$ cat config.mk
export PLATFORM = sky130hd
export DESIGN_NAME = cla_pipe_adder_flat
export DESIGN_NICKNAME = d
export VERILOG_FILES = /design/src/rtl/cla_pipe_adder_if.sv /design/src/rtl/cla_pipe_adder.sv /design/src/flat_wrapper.sv
export SDC_FILE = /design/constraint.sdc
export NUM_CORES = 1
export LEC_CHECK = 0
export ABC_AREA = 1
export CAP_MARGIN = 20
export CORE_ASPECT_RATIO = 0.6
export CORE_MARGIN = 5
export CORE_UTILIZATION = 41
export CTS_BUF_LIST = sky130_fd_sc_hd__clkbuf_4
export DETAILED_ROUTE_END_ITERATION = 8
export PLACE_DENSITY = 0.68
export SLEW_MARGIN = 20
export SYNTH_ARGS = -nofsm -noshare
export SYNTH_HDL_FRONTEND = slang
export SYNTH_SLANG_ARGS = --single-unit
$ cat constraint.sdc
create_clock -name clk -period 3 [get_ports clk]
set_input_delay 0.9 -clock clk [delete_from_list [all_inputs] [get_ports clk]]
set_output_delay 0.9 -clock clk [all_outputs]
set_load 0.01 [all_outputs]
$ cat src/rtl/cla_pipe_adder_if.sv
// Operand/result bus for cla_pipe_adder.
// The producer drives a, b, cin and sub, qualified by in_valid/in_ready.
// The consumer receives sum and the flags, qualified by out_valid/out_ready.
interface cla_pipe_adder_if #(
    parameter int WIDTH = 36
);
    logic             in_valid;
    logic             in_ready;
    logic [WIDTH-1:0] a;
    logic [WIDTH-1:0] b;
    logic             cin;
    logic             sub;
    logic             out_valid;
    logic             out_ready;
    logic [WIDTH-1:0] sum;
    logic             cout;
    logic             gg;
    logic             pg;
    logic             ovf;
    logic             zero;

    modport master (
        output in_valid, a, b, cin, sub, out_ready,
        input  in_ready, out_valid, sum, cout, gg, pg, ovf, zero
    );

    modport slave (
        input  in_valid, a, b, cin, sub, out_ready,
        output in_ready, out_valid, sum, cout, gg, pg, ovf, zero
    );
endinterface

$ cat src/rtl/cla_pipe_adder.sv
// Two-stage pipelined two-level carry-lookahead adder/subtractor.
// S1 conditions the operands (y = ~b and c0 = ~cin for subtract) and
// registers the 4-bit group generate/propagate terms.
// S2 folds the groups into supergroups of GPS groups and ripples the
// supergroup carries from c0. It then forms the group and bit carries and
// registers sum, cout and the whole-word G/P.
// Define CLA_PIPE_FLAGS_EN to compute and register ovf/zero. Without it,
// both outputs are tied low.
// The interface instance must use the same WIDTH as this module.
module cla_pipe_adder #(
    parameter int WIDTH = 36,
    parameter int GPS   = 4
) (
    input logic             clk,
    input logic             rst_n,
    cla_pipe_adder_if.slave bus
);
    localparam int NG  = WIDTH / 4;
    localparam int NSG = (NG + GPS - 1) / GPS;

    genvar gi, gj;

    generate
        if (WIDTH < 4 || (WIDTH % 4) != 0) begin : g_bad_width
            $error("cla_pipe_adder: WIDTH must be a multiple of 4 and >= 4");
        end
        if (GPS < 1 || GPS > 4) begin : g_bad_gps
            $error("cla_pipe_adder: GPS must be in 1..4");
        end
    endgenerate

    // Handshake: S2 advances when empty or draining; S1 advances when empty or S2 advances.
    logic s1_valid_q;
    logic out_valid_q;
    logic s2_adv;
    logic s1_load;

    assign s2_adv       = !out_valid_q || bus.out_ready;
    assign s1_load      = !s1_valid_q || s2_adv;
    assign bus.in_ready = s1_load;

    // Operand conditioning and bit/group generate-propagate for S1.
    logic [WIDTH-1:0] x_d;
    logic [WIDTH-1:0] y_d;
    logic             c0_d;
    logic [WIDTH-1:0] bit_g;
    logic [WIDTH-1:0] bit_p;
    logic [NG-1:0]    grp_g_d;
    logic [NG-1:0]    grp_p_d;

    assign x_d   = bus.a;
    assign y_d   = bus.sub ? ~bus.b : bus.b;
    assign c0_d  = bus.sub ? ~bus.cin : bus.cin;
    assign bit_g = x_d & y_d;
    assign bit_p = x_d | y_d;

    generate
        for (gi = 0; gi < NG; gi++) begin : g_grp
            assign grp_g_d[gi] = bit_g[4*gi+3]
                               | (bit_p[4*gi+3] & bit_g[4*gi+2])
                               | (bit_p[4*gi+3] & bit_p[4*gi+2] & bit_g[4*gi+1])
                               | (bit_p[4*gi+3] & bit_p[4*gi+2] & bit_p[4*gi+1] & bit_g[4*gi]);
            assign grp_p_d[gi] = &bit_p[4*gi +: 4];
        end
    endgenerate

    logic [WIDTH-1:0] x_q;
    logic [WIDTH-1:0] y_q;
    logic             c0_q;
    logic [NG-1:0]    grp_g_q;
    logic [NG-1:0]    grp_p_q;

    // S1 register: capture a beat whenever the stage is free to load.
    always_ff @(posedge clk or negedge rst_n) begin
        if (!rst_n) begin
            s1_valid_q <= 1'b0;
            x_q        <= '0;
            y_q        <= '0;
            c0_q       <= 1'b0;
            grp_g_q    <= '0;
            grp_p_q    <= '0;
        end else if (s1_load) begin
            s1_valid_q <= bus.in_valid;
            if (bus.in_valid) begin
                x_q     <= x_d;
                y_q     <= y_d;
                c0_q    <= c0_d;
                grp_g_q <= grp_g_d;
                grp_p_q <= grp_p_d;
            end
        end
    end

    // Second lookahead level: supergroup G/P, then the supergroup, group and bit carries.
    logic [NSG-1:0] sg_g;
    logic [NSG-1:0] sg_p;
    logic [NSG:0]   sg_c;
    logic [NG-1:0]  grp_c;
    logic [WIDTH:0] bc;

    assign sg_c[0] = c0_q;

    generate
        for (gi = 0; gi < NSG; gi++) begin : g_sg
            localparam int LO  = gi * GPS;
            localparam int CNT = ((NG - LO) < GPS) ? (NG - LO) : GPS;
            logic g_v;
            logic p_v;

            // Fold this supergroup's groups (a partial top one uses only its own) into one G/P pair.
            always_comb begin
                g_v = 1'b0;
                p_v = 1'b1;
                for (int k = 0; k < CNT; k++) begin
                    g_v = grp_g_q[LO+k] | (grp_p_q[LO+k] & g_v);
                    p_v = p_v & grp_p_q[LO+k];
                end
            end

            assign sg_g[gi]     = g_v;
            assign sg_p[gi]     = p_v;
            assign sg_c[gi+1]   = g_v | (p_v & sg_c[gi]);
            assign grp_c[LO]    = sg_c[gi];
            for (gj = 1; gj < CNT; gj++) begin : g_gc
                assign grp_c[LO+gj] = grp_g_q[LO+gj-1] | (grp_p_q[LO+gj-1] & grp_c[LO+gj-1]);
            end
        end

        for (gi = 0; gi < NG; gi++) begin : g_bc
            assign bc[4*gi] = grp_c[gi];
            for (gj = 0; gj < 3; gj++) begin : g_bit
                assign bc[4*gi+gj+1] = (x_q[4*gi+gj] & y_q[4*gi+gj])
                                     | ((x_q[4*gi+gj] | y_q[4*gi+gj]) & bc[4*gi+gj]);
            end
        end
    endgenerate

    assign bc[WIDTH] = sg_c[NSG];

    logic wg_d;
    logic wp_d;

    // Whole-word G/P, formed from the supergroup terms without involving c0.
    always_comb begin
        wg_d = 1'b0;
        wp_d = 1'b1;
        for (int s = 0; s < NSG; s++) begin
            wg_d = sg_g[s] | (sg_p[s] & wg_d);
            wp_d = wp_d & sg_p[s];
        end
    end

    logic [WIDTH-1:0] sum_d;
    assign sum_d = x_q ^ y_q ^ bc[WIDTH-1:0];

    logic [WIDTH-1:0] sum_q;
    logic             cout_q;
    logic             gg_q;
    logic             pg_q;

    // S2 output register: take S1's beat when advancing and hold it while stalled.
    always_ff @(posedge clk or negedge rst_n) begin
        if (!rst_n) begin
            out_valid_q <= 1'b0;
            sum_q       <= '0;
            cout_q      <= 1'b0;
            gg_q        <= 1'b0;
            pg_q        <= 1'b0;
        end else if (s2_adv) begin
            out_valid_q <= s1_valid_q;
            if (s1_valid_q) begin
                sum_q  <= sum_d;
                cout_q <= bc[WIDTH];
                gg_q   <= wg_d;
                pg_q   <= wp_d;
            end
        end
    end

    assign bus.out_valid = out_valid_q;
    assign bus.sum       = sum_q;
    assign bus.cout      = cout_q;
    assign bus.gg        = gg_q;
    assign bus.pg        = pg_q;

`ifdef CLA_PIPE_FLAGS_EN
    logic ovf_q;
    logic zero_q;

    // Signed overflow and zero flags, registered alongside sum.
    always_ff @(posedge clk or negedge rst_n) begin
        if (!rst_n) begin
            ovf_q  <= 1'b0;
            zero_q <= 1'b0;
        end else if (s2_adv && s1_valid_q) begin
            ovf_q  <= bc[WIDTH-1] ^ bc[WIDTH];
            zero_q <= ~|sum_d;
        end
    end

    assign bus.ovf  = ovf_q;
    assign bus.zero = zero_q;
`else
    assign bus.ovf  = 1'b0;
    assign bus.zero = 1'b0;
`endif

endmodule

$ cat src/flat_wrapper.sv
// flat-port wrapper written by rule: the top's interface ports become plain ports
module cla_pipe_adder_flat 
#(
    parameter int WIDTH = 36,
    parameter int GPS   = 4
)
  (clk, rst_n, bus_in_valid, bus_a, bus_b, bus_cin, bus_sub, bus_out_ready, bus_in_ready, bus_out_valid, bus_sum, bus_cout, bus_gg, bus_pg, bus_ovf, bus_zero);
  cla_pipe_adder_if #(.WIDTH(WIDTH)) bus_i ();
  input logic clk;
  input logic rst_n;
  input wire logic [$bits(bus_i.in_valid)-1:0] bus_in_valid;
  input wire logic [$bits(bus_i.a)-1:0] bus_a;
  input wire logic [$bits(bus_i.b)-1:0] bus_b;
  input wire logic [$bits(bus_i.cin)-1:0] bus_cin;
  input wire logic [$bits(bus_i.sub)-1:0] bus_sub;
  input wire logic [$bits(bus_i.out_ready)-1:0] bus_out_ready;
  output wire logic [$bits(bus_i.in_ready)-1:0] bus_in_ready;
  output wire logic [$bits(bus_i.out_valid)-1:0] bus_out_valid;
  output wire logic [$bits(bus_i.sum)-1:0] bus_sum;
  output wire logic [$bits(bus_i.cout)-1:0] bus_cout;
  output wire logic [$bits(bus_i.gg)-1:0] bus_gg;
  output wire logic [$bits(bus_i.pg)-1:0] bus_pg;
  output wire logic [$bits(bus_i.ovf)-1:0] bus_ovf;
  output wire logic [$bits(bus_i.zero)-1:0] bus_zero;
  assign bus_i.in_valid = bus_in_valid;
  assign bus_i.a = bus_a;
  assign bus_i.b = bus_b;
  assign bus_i.cin = bus_cin;
  assign bus_i.sub = bus_sub;
  assign bus_i.out_ready = bus_out_ready;
  assign bus_in_ready = bus_i.in_ready;
  assign bus_out_valid = bus_i.out_valid;
  assign bus_sum = bus_i.sum;
  assign bus_cout = bus_i.cout;
  assign bus_gg = bus_i.gg;
  assign bus_pg = bus_i.pg;
  assign bus_ovf = bus_i.ovf;
  assign bus_zero = bus_i.zero;
  cla_pipe_adder #(.WIDTH(WIDTH), .GPS(GPS)) u_core (.clk(clk), .rst_n(rst_n), .bus(bus_i));
endmodule
# --- After elaboration in Yosys (flattened, before gate mapping) ---
# Cells that the tools add are included.
op_classes:
  n_mux: 2
  bitwise_logic: 228
  reduce_logical: 15
ops:
  columns: ["op", "count"]
  rows:
  - ["1-bit bitwise AND", 124]
  - ["1-bit OR", 98]
  - ["36-bit XOR", 2]
  - ["36-bit bitwise AND", 1]
  - ["36-bit 2-to-1 mux", 1]
  - ["36-bit NOT", 1]
  - ["36-bit OR", 1]
  - ["4-bit AND reduction", 9]
  - ["2-bit AND reduction", 2]
  - ["1-bit logical NOT", 2]
  - ["1-bit logical OR", 2]
  - ["1-bit 2-to-1 mux", 1]
  - ["1-bit NOT", 1]
word_totals:
  ff_bits: 132
  out_inout_bits: 43
  elab_cells: 256

# --- Depth between registers and ports, before layout ---
# Gate-level depths: netlist of run 1.
logic_depth:
  ltp_word: 20
  mapped_depth: 17

# --- Worst setup path before layout of run 1 ---
# OpenSTA, ideal clock, no wires.
synth_timing:
  path_kind: "flip-flop to flip-flop"
  startpoint: "register u_core.grp_p_q[1]"
  endpoint: "register u_core.sum_q[31], in the netlist u_core.bus.sum[31]"
  setup_time_ns: 0.083
  t_arrival_ns: 2.499
  required_time_ns: 2.917
  setup_slack_ns: 0.419
  stages_incl_launch_ff: 18
  path_buffers: 0
  synth_period_minus_slack_ns: 2.581
  cell_sequence: "dfrtp_1 nand2_1 nand2_1 nand2_1 nand2_1 nand2_1 nand3_1 nand2_1 nand2_1 nand2_1 nand2_1 nand2_1 nand2_1 fa_1 fa_1 fa_1 xor2_1 o21ai_0"
synth_via:
  elab_chain_len: 20
  elab_cells_between_ends: 24
synth_lines:
  columns: ["element", "line", "source"]
  rows:
  - ["from (decl)", "cla_pipe_adder.sv:71", "logic [NG-1:0] grp_p_q;"]
  - ["from (signal assigned)", "cla_pipe_adder.sv:89", "grp_p_q <= grp_p_d;"]
  - ["1-bit bitwise AND", "cla_pipe_adder.sv:115", "g_v = grp_g_q[LO+k] | (grp_p_q[LO+k] & g_v);"]
  - ["1-bit OR", "cla_pipe_adder.sv:115", null]
  - ["1-bit bitwise AND", "cla_pipe_adder.sv:115", null]
  - ["1-bit OR", "cla_pipe_adder.sv:115", null]
  - ["1-bit bitwise AND", "cla_pipe_adder.sv:115", null]
  - ["1-bit OR", "cla_pipe_adder.sv:115", null]
  - ["1-bit OR (*)", "cla_pipe_adder.sv:122", "assign sg_c[gi+1] = g_v | (p_v & sg_c[gi]);"]
  - ["1-bit bitwise AND (*)", "cla_pipe_adder.sv:125", "assign grp_c[LO+gj] = grp_g_q[LO+gj-1] | (grp_p_q[LO+gj-1] & grp_c[LO+gj-1]);"]
  - ["(+4 left out)", null, null]
  - ["1-bit OR (*)", "cla_pipe_adder.sv:125", null]
  - ["1-bit bitwise AND (*)", "cla_pipe_adder.sv:133", "| ((x_q[4*gi+gj] | y_q[4*gi+gj]) & bc[4*gi+gj]);"]
  - ["1-bit OR (*)", "cla_pipe_adder.sv:133", null]
  - ["1-bit bitwise AND (*)", "cla_pipe_adder.sv:133", null]
  - ["1-bit OR (*)", "cla_pipe_adder.sv:133", null]
  - ["1-bit bitwise AND (*)", "cla_pipe_adder.sv:133", null]
  - ["1-bit OR (*)", "cla_pipe_adder.sv:133", null]
  - ["36-bit XOR (*)", "cla_pipe_adder.sv:154", "assign sum_d = x_q ^ y_q ^ bc[WIDTH-1:0];"]
  - ["to (signal assigned)", "cla_pipe_adder.sv:172", "sum_q <= sum_d;"]
  - ["to (decl)", "cla_pipe_adder.sv:156", "logic [WIDTH-1:0] sum_q;"]
# Every way passes the cells marked *; elsewhere a longest branch is shown, timed or not.
# A chain may end at the register's enable or synchronous reset.

# --- Worst setup path in the final report of run 1 ---
layout_timing:
  startpoint: "input bus_out_ready"
  endpoint: "output bus_in_ready"
layout_via:
  elab_chain_len: 2
layout_lines:
  columns: ["element", "line", "source"]
  rows:
  - ["from (decl)", "flat_wrapper.sv:16", "input wire logic [$bits(bus_i.out_ready)-1:0] bus_out_ready;"]
  - ["1-bit logical OR", "cla_pipe_adder.sv:38", "assign s2_adv = !out_valid_q || bus.out_ready;"]
  - ["1-bit logical OR", "cla_pipe_adder.sv:39", "assign s1_load = !s1_valid_q || s2_adv;"]
  - ["to (decl)", "flat_wrapper.sv:17", "output wire logic [$bits(bus_i.in_ready)-1:0] bus_in_ready;"]
# Every way passes these cells.

==> results of run 1 <==
## worst register-to-register path, delay by kind of cell (launching register included)
| family | cells | cell delay (ns) |
|---|---|---|
| compound gates | 1 | 0.15 |
| flops | 1 | 0.42 |
| fa+ha+maj | 3 | 1.15 |
| simple gates | 12 | 0.83 |
| xor+xnor | 1 | 0.16 |
## layout make-up
class | count | area [µm²]
fill | 1489 | 7600
sequential | 132 | 3300
multi-input combinational | 554 | 3100
timing repair buffer | 140 | 1430
tap | 209 | 262
inverter | 53 | 199
clock inverter | 14 | 185
clock buffer | 18 | 135
## per-stage QoR
step | cells | total power, mW | instance area (µm²)
after global routing | 1120 | 6.44 | 8610
after floorplan | 771 | 3.61 | 6780
final | 1120 | 5.97 | 8610
after CTS | 1116 | 6.02 | 8570
after detailed placement | 1084 | 4.65 | 8250
after global placement | 1084 | 4.60 | 8250
## flip-flops by register name (all words and copies together), names as in the netlist
name                  cells
u_core.grp_g_q            9
u_core.y_q               36
u_core.x_q               36
u_core.c0_q               1
u_core.bus.out_valid      1
u_core.grp_p_q            9
u_core.bus.cout           1
u_core.bus.pg             1
u_core.s1_valid_q         1
u_core.bus.gg             1
u_core.bus.sum           36
## synth_stat cells, types with 2 or more instances
cell      number
a21oi_1        9
a31oi_1        2
buf_12         2
buf_2         14
buf_4          4
buf_6          2
clkbuf_1      10
dfrtp_1      132
fa_1          27
inv_1         51
nand2_1      282
nand3_1        5
nand4_1        4
nor2_1        79
nor2_2         2
nor3_1         9
nor3_2         4
o21ai_0       61
o21ai_1        2
o31ai_1        4
o32ai_1        2
xnor2_1       33
xnor2_2        3
xor2_1        11
xor2_2         8
## path summary, 6_finish.rpt
path / from / endpoint / slack, ns / depth (start not counted)
setup / recovery: bus_out_ready / bus_in_ready / 0.05 / 4
hold / removal: rst_n / u_core.x_q[10]$_DFFE_PN0P_ / 0.27 / 1
setup reg to reg: u_core.grp_p_q[1]$_DFFE_PN0P_ / u_core.bus.sum[31]$_DFFE_PN0P_ / 0.22 / 17
hold reg to reg: u_core.bus.sum[5]$_DFFE_PN0P_ / u_core.bus.sum[5]$_DFFE_PN0P_ / 0.49 / 2
max in group asynchronous: rst_n / u_core.bus.sum[20]$_DFFE_PN0P_ / 2.02 / 2
min in group clk: u_core.bus.sum[5]$_DFFE_PN0P_ / u_core.bus.sum[5]$_DFFE_PN0P_ / 0.49 / 2
## report_power, final
| group | internal [mW] | switching [mW] |
|---|---|---|
| sequential | 2.23 | 0.310 |
| combinational | 1.05 | 1.03 |
| clock | 0.666 | 0.681 |
## logic make-up after synthesis
logic type               count (synthesis)
buffers and inverters                   85
AND/OR/NAND/NOR                        386
AO/OA/AOI/OAI                           84
adder cells (fa/ha/maj)                 27
other                                    1
flip-flops                             132
XOR/XNOR                                55
## per-layer routing
metal | track usage [%] | vias up
met2 | 24.7 | 124
met5 | 0 | -
met3 | 4.95 | 12
li1 | - | 2640
met1 | 26.6 | 2427
met4 | 4.17 | 0
## repair_timing
item | CTS | global route
setup endpoints to repair | 0 | 3
buffers inserted | 0 | 4
resized for setup | 0 | 3
==> impl_metrics.tcl, run 1 <==
set metrics [dict create \
    async_reset_ff_share_pct 100 \
    synth-edff-count 0 \
    totalWireLength_um 16100 \
    finalNetCount 1003 \
    mostFrequentLayoutCells "nand2_1 (280), dfrtp_1 (132), clkdlybuf4s50_1 (116), nor2_1 (79), o21ai_0 (61)" \
    cts.sinks 132 \
    synth_cells 770 \
    cts_buffers 17 \
    synthesis.area_um2 6780 \
    cp_top_family "buffers and inverters" \
    synth.distinct_cells 33 \
    die_area_um2 19300 \
    syn_area_per_cell_um2 8.80 \
    synth_xor_area_share_pct 8.33 \
    end_kind "output pin" \
    grt_pass1_vias 5116 \
    path_cells "clkdlybuf4s50_1 -> inv_1 -> nand3_2 -> clkdlybuf4s50_1" \
    fin_util_pct 53.1 \
    ir_drop_mv 0.322 \
    startpoint_type "primary input" \
    post-dp-hpwl_um 11900 \
    rsz0062_at_grt "no" \
    routed-wl-met2_um 6600 \
    final_max_slew_viol_count 0 \
    portBuffers 118 \
    fp.coreArea_um2 16200 \
    dr_wl_met3_um 943 \
    yosysWarningCount 0 \
    gr-total-overflow 0 \
    p_leak_nw 4.05 \
    crit_top_cell "clkdlybuf4s50_1" \
    synth-adder-area-share_pct 7.98 \
    dr.pass1.iters 5 \
    synthDominantCellAreaShare_pct 48.7 \
    power_density_nw_per_um2 693 \
    synth_largest_area_cell "dfrtp_1" \
    path_buf_inv 3 \
    critPathArrivalTime_ns 2.05 \
    h-tree-depth 4 \
    cts_root_buf "clkbuf_4" \
    first_iter_violations 359 \
    synth_top_family_by_area "simple AND/OR/NAND/NOR gates" \
    grtUsageTotal_pct 17.5 \
    wl_per_cell_um 14.4 \
    cts_hold_buffers 0 \
    grt_pass1_wl_um 26500 \
    drtAntennaViolNets 0 \
    final_common_cell "nand2_1" \
    n_antenna_cell 0 \
    ys_seq_area_share_pct 48.7 \
    hold_class "primary input to asynchronous set/reset pin" \
    fin_worst_skew_ns 0.0235 \
    drt-met1-wl_um 8450 \
    hold_violations 0 \
    drc 0 \
    setup_violations 0 \
    min_period_ns 2.95 \
    drive_gt1_share_pct 8.34 \
    area_growth_pct 27.1 \
    clockBufferDepth 2 \
    start_util_pct 41.8 \
    die_y_um 110 \
    dp_slack_ns 0.0430 \
    die_w_um 176 \
    clk_latency_ns 0.52 \
    setup_ws_ns 0.0538 \
    outcome "finished clean" \
    viasPerCell 4.65 \
    synth_ff_type "dfrtp_1" \
    synthMuxAreaShare_pct 0 \
    num_vias 5203 \
    synth_compound_gate_area_share_pct 6.68 \
    critical_path_required_ns 2.10 \
    ios 121 \
    setup_tns_ns 0 \
    hold_ws_ns 0.272 \
    cts_tree "built" \
    yosys-top-cells-area "dfrtp_1 (49%), nand2_1 (16%), fa_1 (8.0%), o21ai_0 (4.5%), nor2_1 (4.4%)" \
    routabilityCongestion 0.774 \
    post-route-period-util_pct 98.2 \
    synth_seq_cells 132 \
    clk_pin_slew_ns 0.13 \
    grt_max_degree 50 \
    crit_type "primary input to output pin" \
    drv_cap 0 \
    crit_slowest_cell "clkdlybuf4s50_1" \
    fp-row-count 36 \
    synth-simple-area-share_pct 22.3 \
    topRoutingLayerUsed "met4" \
    max_stage_delay_ns 0.53 \
    fmax_ghz 0.339 \
    antenna_found_initial 0 \
    cp_max_fo 2 \
]
Note: power is estimated with default switching activity, not from simulation.
==> run 2, diff against run 1 <==
--- a/config.mk
+++ b/config.mk
@@ -9,10 +9,10 @@
 export CAP_MARGIN = 20
 export CORE_ASPECT_RATIO = 0.6
 export CORE_MARGIN = 5
-export CORE_UTILIZATION = 41
+export CORE_UTILIZATION = 32
 export CTS_BUF_LIST = sky130_fd_sc_hd__clkbuf_4
 export DETAILED_ROUTE_END_ITERATION = 8
-export PLACE_DENSITY = 0.68
+export PLACE_DENSITY = 0.56
 export SLEW_MARGIN = 20
 export SYNTH_ARGS = -nofsm -noshare
 export SYNTH_HDL_FRONTEND = slang
==> run 2 against run 1 <==
Against the previous run:
- global-route usage shrank 3.0 points
- cell count grew 5.7%
- worst setup slack gained 0.046 ns
- first-iteration DRC count grew 7.2%
- worst hold slack gained 0.043 ns
- routed wire length grew 5.0%
- utilization shrank 12 points
- clock power shrank 13%
- largest cell class unchanged
- largest power group unchanged
- highest routed layer unchanged
==> impl_metrics.tcl, run 2 (synthesis results as in run 1) <==
set metrics [dict create \
    outcome "finished clean" \
    path_cells "clkdlybuf4s50_1 -> inv_1 -> nand3_2 -> clkdlybuf4s50_1" \
    max_stage_delay_ns 0.53 \
    path_buf_inv 3 \
    cts_root_buf "clkbuf_4" \
    crit_top_cell "clkdlybuf4s50_1" \
    cts.sinks 132 \
    worst_pin_slew_ns 0.514 \
    grt_pass1_wl_um 27300 \
    viasPerCell 4.34 \
    dp_slack_ns 0.0899 \
    post-dp-hpwl_um 12500 \
    hold_violations 0 \
    ios 121 \
    crit_slowest_cell "clkdlybuf4s50_1" \
    startpoint_type "primary input" \
    fp.coreArea_um2 20900 \
    start_util_pct 32.4 \
    p_leak_nw 3.99 \
    ir_drop_mv 0.247 \
    mostFrequentLayoutCells "nand2_1 (280), dfrtp_1 (132), clkdlybuf4s50_1 (116), nor2_1 (79), o21ai_0 (60)" \
    seq_area_um2 3300 \
    cts_buffers 17 \
    die_y_um 123 \
    hold_class "primary input to asynchronous set/reset pin" \
    final_common_cell "nand2_1" \
    portBuffers 118 \
    num_vias 5136 \
    gr-total-overflow 0 \
    cts_tree "built" \
    critical_path_required_ns 2.10 \
    fmax_ghz 0.345 \
    antenna_found_initial 0 \
    fin_worst_skew_ns 0.0281 \
    clockBufferDepth 2 \
    clk_latency_ns 0.53 \
    totalWireLength_um 16900 \
    setup_ws_ns 0.100 \
    finalNetCount 997 \
    routabilityCongestion 0.784 \
    n_antenna_cell 0 \
    relSlewSlack_pct 65.7 \
    wl_per_cell_um 14.3 \
    end_kind "output pin" \
    fin_util_pct 40.9 \
    clk_pin_slew_ns 0.13 \
    first_iter_violations 385 \
    cp_top_family "buffers and inverters" \
    die_w_um 198 \
    rsz0062_at_grt "no" \
    power_density_nw_per_um2 670 \
    setup_tns_ns 0 \
    multi_input_area_um2 3090 \
    n_fill_cell 2164 \
    dr.pass1.iters 5 \
    fp-row-count 41 \
    die_area_um2 24300 \
    critPathArrivalTime_ns 2.00 \
    final_max_slew_viol_count 0 \
    drtAntennaViolNets 0 \
    h-tree-depth 4 \
    post-route-period-util_pct 96.7 \
    setup_violations 0 \
    drive_gt1_share_pct 7.40 \
    grt_pass1_vias 5020 \
    min_period_ns 2.90 \
    drv_cap 0 \
    crit_type "primary input to output pin" \
    grtUsageTotal_pct 14.5 \
    grt_max_degree 58 \
    cp_max_fo 2 \
    area_growth_pct 26.4 \
    drc 0 \
]
==> run 2: per-layer routing <==
metal / vias up / global-route usage [%] / wire length (µm)
li1: 2614 / - / -
met1: 2402 / 22.8 / 9200
met2: 109 / 19.3 / 6580
met3: 11 / 3.81 / 974
met4: 0 / 3.87 / 150
met5: - / 0 / 0
==> run 2: area by class of cell <==
type,instances,share of cell area [%]
flip-flops and latches,132,38.6
multi-input cells,554,36.1
repair buffers,134,15.9
well taps,279,4.08
inverters,53,2.32
clock buffers,20,1.75
clock inverters,12,1.33
==> run 2: where the power goes <==
group	internal, mW	leakage [nW]	switching [mW]
sequential	2.23	1.59	0.311
clock	0.508	0.143	0.665
combinational	1.02	2.26	1.01
total	3.76	3.99	1.98
==> run 2: what timing repair did <==
item,4_1_cts,5_1_grt
endpoints found under the hold margin,0,0
hold buffers,0,0
setup buffers,0,1
endpoints found under the setup margin,0,1
resized for setup,0,1
==> run 2: path summary, 6_finish.rpt <==
path	startpoint	endpoint	slack [ns]	depth (start not counted)
worst max-delay path	bus_out_ready	bus_in_ready	0.10	4
worst min-delay path	rst_n	u_core.bus.sum[16]$_DFFE_PN0P_	0.32	1
worst max register to register	u_core.grp_p_q[1]$_DFFE_PN0P_	u_core.bus.sum[31]$_DFFE_PN0P_	0.25	17
worst min register to register	u_core.y_q[0]$_DFFE_PN0P_	u_core.y_q[0]$_DFFE_PN0P_	0.49	2
max in group asynchronous	rst_n	u_core.bus.cout$_DFFE_PN0P_	1.94	2
min in group clk	u_core.y_q[0]$_DFFE_PN0P_	u_core.y_q[0]$_DFFE_PN0P_	0.49	2
==> run 2: worst register-to-register path, stage by stage (launching register included) <==
cell     delay [ns]
dfrtp_1        0.42
nand2_1        0.07
nand2_1        0.04
nand2_1        0.05
nand2_1        0.05
nand2_1        0.07
nand3_1        0.10
nand2_1        0.08
nand2_1        0.10
nand2_1        0.09
nand2_1        0.09
nand2_1        0.07
nand2_1        0.06
fa_1           0.38
fa_1           0.39
fa_1           0.38
xor2_1         0.17
o21ai_1        0.12
==> run 2: through the flow <==
stage / hold WS (ns) / instances / power [mW] / instance area [µm²]
after CTS: 0.270 / 1183 / 5.85 / 8560
final: 0.315 / 1184 / 5.74 / 8560
after floorplan: 0.453 / 771 / 3.61 / 6780
after global routing: 0.293 / 1184 / 6.20 / 8560
after detailed placement: 0.466 / 1151 / 4.64 / 8290
after global placement: 0.463 / 1151 / 4.62 / 8290
==> run 3, diff against run 2 <==
==> constraint.sdc (replaced) <==
create_clock -name clk -period 2.9 [get_ports clk]
set_input_delay 0.87 -clock clk [delete_from_list [all_inputs] [get_ports clk]]
set_output_delay 0.87 -clock clk [all_outputs]
set_load 0.01 [all_outputs]
==> run 3 against run 2 <==
Against the previous run:
- via count is 0.31% higher
- non-clock buffer count is 7 higher
- total power rose by 5.5%
- largest cell class unchanged
- highest routed layer unchanged
- final area increased by 0.99%
- count of clock-buffer cells in the layout unchanged
- sequential power rose by 4%
- die area unchanged
==> impl_metrics.tcl, run 3 (synthesis results as in run 1) <==
set metrics [dict create \
    outcome "finished clean" \
    drc 0 \
    setup_ws_ns 0.0555 \
    hold_violations 0 \
    rsz0062_at_grt "no" \
    num_vias 5152 \
    routabilityCongestion 0.767 \
    fp.coreArea_um2 20900 \
    grt_pass1_wl_um 28300 \
    final_max_slew_viol_count 0 \
    cts_buffers 17 \
    antenna_found_initial 0 \
    path_buf_inv 3 \
    h-tree-depth 4 \
    post-route-period-util_pct 98.1 \
    gr-total-overflow 0 \
    cts_tree "built" \
    ir_drop_mv 0.319 \
    die_area_um2 24300 \
    crit_top_cell "clkdlybuf4s50_1" \
    n_antenna_cell 0 \
    critical_path_required_ns 2.03 \
    die_w_um 198 \
    critPathArrivalTime_ns 1.97 \
    clk_latency_ns 0.54 \
    path_cells "clkdlybuf4s50_1 -> inv_1 -> nand3_2 -> clkdlybuf4s50_1" \
    ios 121 \
    drv_cap 0 \
    n_fill_cell 2154 \
    max_stage_delay_ns 0.53 \
    cts_root_buf "clkbuf_4" \
    setup_violations 0 \
    portBuffers 118 \
    grt_pass1_vias 5193 \
    min_period_ns 2.84 \
    hold_class "primary input to asynchronous set/reset pin" \
    drtAntennaViolNets 0 \
    p_leak_nw 4.04 \
    fp-row-count 41 \
    fin_worst_skew_ns 0.0193 \
    grtUsageTotal_pct 14.9 \
    cts_hold_buffers 0 \
    wl_per_cell_um 14.4 \
    totalWireLength_um 17100 \
    area_growth_pct 27.6 \
    crit_slowest_cell "clkdlybuf4s50_1" \
    worst_pin_slew_ns 0.612 \
    fmax_ghz 0.352 \
    mostFrequentLayoutCells "nand2_1 (280), dfrtp_1 (132), clkdlybuf4s50_1 (116), nor2_1 (79), o21ai_0 (60)" \
    post-dp-hpwl_um 12700 \
    clockBufferDepth 2 \
    die_y_um 123 \
    start_util_pct 32.4 \
    finalNetCount 1004 \
    dr.pass1.iters 4 \
    dp_slack_ns 0.0515 \
    end_kind "output pin" \
    startpoint_type "primary input" \
    viasPerCell 4.33 \
    crit_type "primary input to output pin" \
    cp_max_fo 2 \
    cp_top_family "buffers and inverters" \
    fin_util_pct 41.3 \
    setup_tns_ns 0 \
    first_iter_violations 251 \
    fin_area_um2 8650 \
    final_common_cell "nand2_1" \
    cts.sinks 132 \
    drive_gt1_share_pct 8.67 \
    place_area_um2 8350 \
    relSlewSlack_pct 59.2 \
    grt_max_degree 64 \
    clk_pin_slew_ns 0.12 \
    power_density_nw_per_um2 700 \
]
## run 3: metal layers
layer / track usage (%) / up-vias / part of all wire, % / routed length (µm)
met5: 0 / - / 0 / 0
met4: 4.00 / 0 / 1.1 / 184
met3: 4.14 / 14 / 6.0 / 1020
met2: 19.1 / 113 / 38 / 6440
met1: 24.1 / 2400 / 55 / 9430
li1: - / 2625 / - / -
## run 3: stage by stage
step / total power [mW] / hold WS, ns / std cells
after detailed placement: 4.82 / 0.468 / 1159
after floorplan: 3.73 / 0.453 / 771
after CTS: 6.16 / 0.286 / 1190
after global placement: 4.80 / 0.464 / 1159
after global routing: 6.54 / 0.309 / 1190
final: 6.06 / 0.311 / 1190
## run 3: repair_timing
action | CTS | global route
gates resized for setup | 0 | 4
setup endpoints to repair | 0 | 2
setup buffers | 0 | 0
## run 3: cell type report
type	instances	area (µm²)	share of cell area, %
Clock buffer	20	150	1.74
Clock inverter	11	136	1.58
Inverter	53	199	2.30
Multi-Input combinational cell	554	3100	35.8
Sequential cell	132	3300	38.2
Tap cell	279	349	4.04
Timing Repair Buffer	141	1410	16.3
## run 3: worst paths after layout
kind / startpoint / to / slack, ns / cells after the start
max in group asynchronous: rst_n / u_core.grp_g_q[7]$_DFFE_PN0P_ / 1.94 / 2
min: rst_n / u_core.bus.sum[11]$_DFFE_PN0P_ / 0.31 / 1
max: bus_out_ready / bus_in_ready / 0.06 / 4
max reg2reg: u_core.c0_q$_DFFE_PN0P_ / u_core.bus.sum[15]$_DFFE_PN0P_ / 0.14 / 11
min reg2reg: u_core.bus.sum[17]$_DFFE_PN0P_ / u_core.bus.sum[17]$_DFFE_PN0P_ / 0.49 / 2
min in group clk: u_core.bus.sum[17]$_DFFE_PN0P_ / u_core.bus.sum[17]$_DFFE_PN0P_ / 0.49 / 2
## run 3: report_power, final
group | switching (mW) | internal (mW)
sequential | 0.325 | 2.31
clock | 0.699 | 0.612
combinational | 1.05 | 1.06
